`src/rtl/fma16_arb.sv`:
```
// fma16_arb: round-robin arbiter/sequencer sharing one multi-cycle fma16 datapath among NREQ requesters.
// Define FMA16_ARB_STICKY_EN to build the per-requester sticky exception-flag registers.
module fma16_arb #(
   parameter int NREQ = 2,
   parameter int LAT  = 1
) (
   input  logic                    clk,
   input  logic                    reset,
   input  logic [NREQ-1:0]         req_valid,
   output logic [NREQ-1:0]         req_ready,
   input  logic [16*NREQ-1:0]      req_x,
   input  logic [16*NREQ-1:0]      req_y,
   input  logic [16*NREQ-1:0]      req_z,
   input  logic [4*NREQ-1:0]       req_op,
   input  logic [2*NREQ-1:0]       req_rm,
   output logic [15:0]             fma_x,
   output logic [15:0]             fma_y,
   output logic [15:0]             fma_z,
   output logic [3:0]              fma_op,
   output logic [1:0]              fma_rm,
   input  logic [15:0]             fma_result,
   input  logic [3:0]              fma_flags,
   output logic                    rsp_valid,
   input  logic                    rsp_ready,
   output logic [$clog2(NREQ)-1:0] rsp_id,
   output logic [15:0]             rsp_result,
   output logic [3:0]              rsp_flags,
   input  logic [NREQ-1:0]         flag_clr,
   output logic [4*NREQ-1:0]       flag_sticky
);
   localparam int IW = $clog2(NREQ);
   typedef enum logic [1:0] {IDLE, BUSY, RESP} state_t;
   state_t state, state_n;
   logic [IW-1:0] last_grant, grant;
   logic found, accept, capture;
   logic [3:0] cnt;
   // scan from farthest to nearest so the nearest valid index after last_grant wins
   always_comb begin
      grant = last_grant;
      found = 1'b0;
      for (int k = NREQ; k >= 1; k--)
         if (req_valid[(int'(last_grant) + k) % NREQ]) begin
            grant = IW'((int'(last_grant) + k) % NREQ);
            found = 1'b1;
         end
   end
   assign accept    = state == IDLE && found;
   assign capture   = state == BUSY && cnt == 4'd0;
   assign req_ready = accept ? NREQ'(1) << grant : '0;
   assign rsp_valid = state == RESP;
   always_comb begin
      state_n = state;
      state_n = accept ? BUSY : capture ? RESP : (rsp_valid && rsp_ready) ? IDLE : state;
   end
   always_ff @(posedge clk) begin
      if (reset) begin
         state      <= IDLE;
         last_grant <= IW'(NREQ - 1);
         cnt        <= 4'd0;
         fma_x      <= '0;
         fma_y      <= '0;
         fma_z      <= '0;
         fma_op     <= '0;
         fma_rm     <= '0;
         rsp_id     <= '0;
         rsp_result <= '0;
         rsp_flags  <= '0;
      end else begin
         state <= state_n;
         if (accept) begin
            last_grant <= grant;
            cnt        <= 4'(LAT - 1);
            fma_x      <= req_x[16*grant +: 16];
            fma_y      <= req_y[16*grant +: 16];
            fma_z      <= req_z[16*grant +: 16];
            fma_op     <= req_op[4*grant +: 4];
            fma_rm     <= req_rm[2*grant +: 2];
         end
         if (state == BUSY && !capture) cnt <= cnt - 4'd1;
         if (capture) begin
            rsp_id     <= last_grant;
            rsp_result <= fma_result;
            rsp_flags  <= fma_flags;
         end
      end
   end
`ifdef FMA16_ARB_STICKY_EN
   // clear takes effect before the OR, so a same-edge clear keeps only the new flags
   always_ff @(posedge clk)
      for (int i = 0; i < NREQ; i++)
         flag_sticky[4*i +: 4] <= reset ? 4'd0 :
            (flag_clr[i] ? 4'd0 : flag_sticky[4*i +: 4]) |
            ((capture && int'(last_grant) == i) ? fma_flags : 4'd0);
`else
   logic unused_clr;
   assign unused_clr  = ^flag_clr;
   assign flag_sticky = '0;
`endif
endmodule

```
`config.mk`:
```
export PLATFORM = sky130hd
export DESIGN_NAME = fma16_arb
export DESIGN_NICKNAME = d
export VERILOG_FILES = /design/src/rtl/fma16_arb.sv
export SDC_FILE = /design/constraint.sdc
export NUM_CORES = 1
export LEC_CHECK = 0
export ABC_AREA = 1
export CORE_MARGIN = 5
export CORE_UTILIZATION = 41
export CTS_CLUSTER_SIZE = 28
export DETAILED_ROUTE_END_ITERATION = 6
export GPL_TIMING_DRIVEN = 0
export PLACE_DENSITY = 0.85
export SYNTH_ARGS = -nofsm -noshare
export SYNTH_HDL_FRONTEND = slang
export SYNTH_SLANG_ARGS = --single-unit
```
`constraint.sdc`:
```
create_clock -name clk -period 4.05 [get_ports clk]
set_clock_uncertainty 0.15 [all_clocks]
set_input_delay 0.6075 -clock clk [delete_from_list [all_inputs] [get_ports clk]]
set_output_delay 0.6075 -clock clk [all_outputs]
set_load 0.05 [all_outputs]
```
# Word-level counts from Yosys, hierarchy flattened
# Index checks and enable logic that the tools add are counted.
[totals]
regBits = 82
inputBits = 135
out_inout_bits = 86
elab_cells = 54
[classes]
addsub = 3
n_lt_le_gt_ge = 2
n_eq_ne = 2
shift = 6
n_mux = 16
n_bitwise = 2
reduce_logical = 11
[ops]
columns = ["op", "count"]
rows = [
  ["32-bit by 6-bit indexed part select with 16-bit output", 3],
  ["1-bit two-way mux", 11],
  ["4-bit two-way mux", 2],
  ["8-bit by 4-bit indexed part select with 4-bit output", 1],
  ["2-bit by 3-bit < comparator with 1-bit output, second input constant", 2],
  ["2-bit two-way mux", 3],
  ["1-bit logical AND", 4],
  ["4-bit zero test", 1],
  ["2-bit nonzero test", 2],
  ["4-bit by 3-bit indexed part select with 2-bit output", 1],
  ["4-bit by 1-bit subtractor with 4-bit output, second input constant", 1],
  ["3-bit nonzero test", 1],
  ["1-bit adder, second input constant", 2],
  ["1-bit bitwise AND, first input constant", 2],
  ["2-bit by 1-bit equality test with 1-bit output, second input constant", 1],
  ["2-bit equality test, second input constant", 1],
  ["2-bit zero test", 1],
  ["2-bit OR reduction", 1],
  ["1-bit by 1-bit << shifter with 2-bit output, first input constant", 1],
  ["1-bit zero test", 1],
]

# Logic depth before layout (Yosys ltp)
[logic_depth]
ltp_word = 10
mapped_depth = 8
ltp_nobuf = 7

# Worst setup path before layout
# Ideal clock, no wire load.
[synth_path]
path_type = "input-to-output"
from = "input port req_valid[1]"
to = "output port req_ready[0]"
arrival_time_ns = 1.530
required_time_ns = 3.293
path_slack_ns = 1.763
stages = 3
n_path_buf = 1
cell_sequence = "o21ai_2 buf_2 nor2_1"
[synth_between]
elab_chain_cells = 7
[synth_lines]
columns = ["element", "line_no", "source"]
rows = [
  ["start: declaration", "9", "input logic [NREQ-1:0] req_valid,"],
  ["1-bit two-way mux (implied by the code) (3 in a row)", "42", "if (req_valid[(int'(last_grant) + k) % NREQ]) begin"],
  ["1-bit two-way mux (2 in a row)", "42", ""],
  ["1-bit by 1-bit << shifter with 2-bit output or 1-bit logical AND (tied branches)", "49, 47", ""],
  ["2-bit two-way mux (*)", "49", "assign req_ready = accept ? NREQ'(1) << grant : '0;"],
  ["end: declaration", "10", "output logic [NREQ-1:0] req_ready,"],
]
# Mark *: on every way between the ends. The rest lies on a longest branch, timed or not. The select of a mux whose other input is x is not followed.

# Worst setup path after layout
[layout_path]
from = "input port req_valid[1]"
to = "output port req_ready[1]"
# The elaborated chain is that of the path after synthesis.

==> metrics <==
status=finished clean; Reg power frac=32.5%; # H-tree levels=3; Final ANT Viol Nets=0; # setup viols final=0; largest net degree at the start of global routing=16; io pins=221; Mapped Area=0.00387 sq mm; syn_area_per_cell=between 6 and 7 sq um; routed via count=4711; clk buf depth=2; Max rail drop VDD=0.266 mV; WL/cell=14.5 microns; fin. max-slew vios=0; GP Congestion=0.866; post-synthesis sequential area ratio=around 42%; vias in the first global route=4467; final net count=942; post-synth top area share=42.4%; die height=approximately 110 microns; DR vias/cell=5.01; fraction of layout cells with a size suffix above 1=7.15%; die area=0.0115 sq mm; drt first pass iters=5; CTS clk-pin slew, worst paths=0.08 ns; setup TNS=0 ns; Placed Cells=924; postcts setup bufs=0; maxcap violations=0; Slew Limit Headroom=62.0%; Slew @ Worst Pin=0.569 ns; Rows=35; CTS Buf Count=9; root buffer cell=clkbuf_8; HP Class=flop to flop; # resized after CTS=0; Critical Path Sink Type=output port; R2R setup slack=2.41 ns; clock share of power=21.7%; Comb power frac=45.8%; Die X=107 microns; DRT iter0 DRCs=279; Pleak=2.71 nW; GR Overflow Total=0; initial antenna violation count=0; unrepaired setup endpoints after global routing=false; Fill cells=810; internal power=1.80 mW; Synth Instances=roughly 580; IO buf count=approximately 210; global-route wire length before repair=21000 microns; largest area contributor in the netlist=dfxtp_1; synthesis-to-finish area growth=64.7%; Final Hold Fails=0; clock latency at the later pin of the worst-skew pair=around 0.35 ns; Netlist cell types=18; routed wire length=13600 microns; power per cell area=just under 500 mW/mm^2; Core Area=0.00924 sq mm; Crit path required time=3.29 ns; Fmax achieved=285 MHz; top post-synthesis cells by area=dfxtp_1 42%, nand2_1 17%, nand3_1 14%; Tcrit/Tclk final=between 80% and 90%; Starting Density=41.9%; DP HPWL=10600 microns; switching share of power=41.7%; Yosys reg bits=82; All-Layer GR Usage=22.6%; CTS tree=done; DRC viols=0; clk sinks=82; worst-path fanout max=10; hold buffer count at CTS=0; Psw=1.28 mW; crit path kind=primary input to output port; yosys warns=0; WP data arrival=2.75 ns; Tmin final=~3.5 ns; startpoint types=primary input; Finished Layout Cells=940; number of diodes=0
## synth_stat cells
master / instances
o21ai_0: 22
nor2_1: 50
nand2_2: 3
a21oi_1: 59
conb_1: 1
inv_1: 13
buf_2: 23
ha_1: 1
dfxtp_1: 82
buf_4: 15
o21ai_2: 1
buf_1: 3
nand3_1: 112
clkbuf_1: 12
nand3b_1: 1
o211ai_1: 1
nand2_1: 179
xor2_1: 1
## area by class of cell
| type | count | area (sq um) | area share [%] |
|---|---|---|---|
| inverter | 13 | 48.8 | 0.766 |
| sequential | 82 | 1640 | 25.8 |
| timing repair buffer | 209 | 2090 | 32.8 |
| clock buffer | 9 | 124 | 1.94 |
| tap | 129 | 161 | 2.53 |
| multi-input combinational | 438 | 1920 | 30.1 |
| buffer | 53 | 284 | 4.46 |
| clock inverter | 7 | 98.8 | 1.55 |
## through the flow
step	cell area (sq um)	power, mW	util [%]	hold slack, ns	setup slack [ns]
2_1_floorplan	3890	1.92	-	0.306	1.76
3_3_place_gp	6150	2.40	66.5	0.301	0.572
3_5_place_dp	6150	2.43	66.5	0.306	0.543
4_1_cts	6370	3.09	68.9	0.319	0.541
5_1_grt	6370	3.25	68.9	0.330	0.414
6_report	6370	3.08	68.9	0.315	0.540
## cell usage in the layout, fill, tap and decap left out, drive strengths merged
cell type / n
nand2: 182
nor2: 50
o211ai: 1
clkbuf: 21
conb: 8
ha: 1
nand3b: 1
nand3: 112
clkinv: 1
clkinvlp: 1
o21ai: 23
buf: 41
clkdlybuf4s50: 209
dfxtp: 82
a21oi: 59
bufinv: 2
inv: 16
xor2: 1
## worst paths after layout
path	endpoint	cells past startpoint	start
max	req_ready[1]	8	req_valid[1]
min	fma_z[6]	2	fma_z[6]
max reg2reg	rsp_result[1]	6	cnt[0]
min reg2reg	fma_z[6]	2	fma_z[6]
## power groups by stage
stage	sequential (mW)	combinational (mW)	clock [mW]
2_1_floorplan	1.43	0.487	0
3_3_place_gp	1.01	1.39	0
3_5_place_dp	1.02	1.41	0
4_1_cts	1.00	1.41	0.679
5_1_grt	1.01	1.51	0.727
6_report	1.00	1.41	0.669
## flip-flops by register name (all words and copies together), names as in the netlist
signal,flops
rsp_id,1
fma_z,16
fma_rm,2
fma_op,4
state,2
last_grant,1
fma_x,16
fma_y,16
cnt,4
rsp_flags,4
rsp_result,16
## cell families after synthesis
group / synth area share (%)
XOR/XNOR: 0.227
AO/OA/AOI/OAI: 10.9
other: 0.0970
adder cells (fa/ha/maj): 0.323
flip-flops: 42.4
AND/OR/NAND/NOR: 37.4
buffers and inverters: 8.61
## worst max-delay path, stage by stage
cell,delay (ns)
clkdlybuf4s50_1,0.57
nor2_1,0.07
nor2_1,0.15
buf_4,0.21
buf_4,0.19
nand2_1,0.08
inv_1,0.06
clkdlybuf4s50_1,0.81
## per-layer routing
metal / vias up / routed length, microns / track usage (%)
li1: 2326 / - / -
met1: 2150 / 5500 / 26.2
met2: 204 / 6610 / 39.2
met3: 31 / 1110 / 6.86
met4: 0 / 376 / 8.40
met5: - / 0 / 0
No activity file was read; power rests on OpenSTA's default activity.
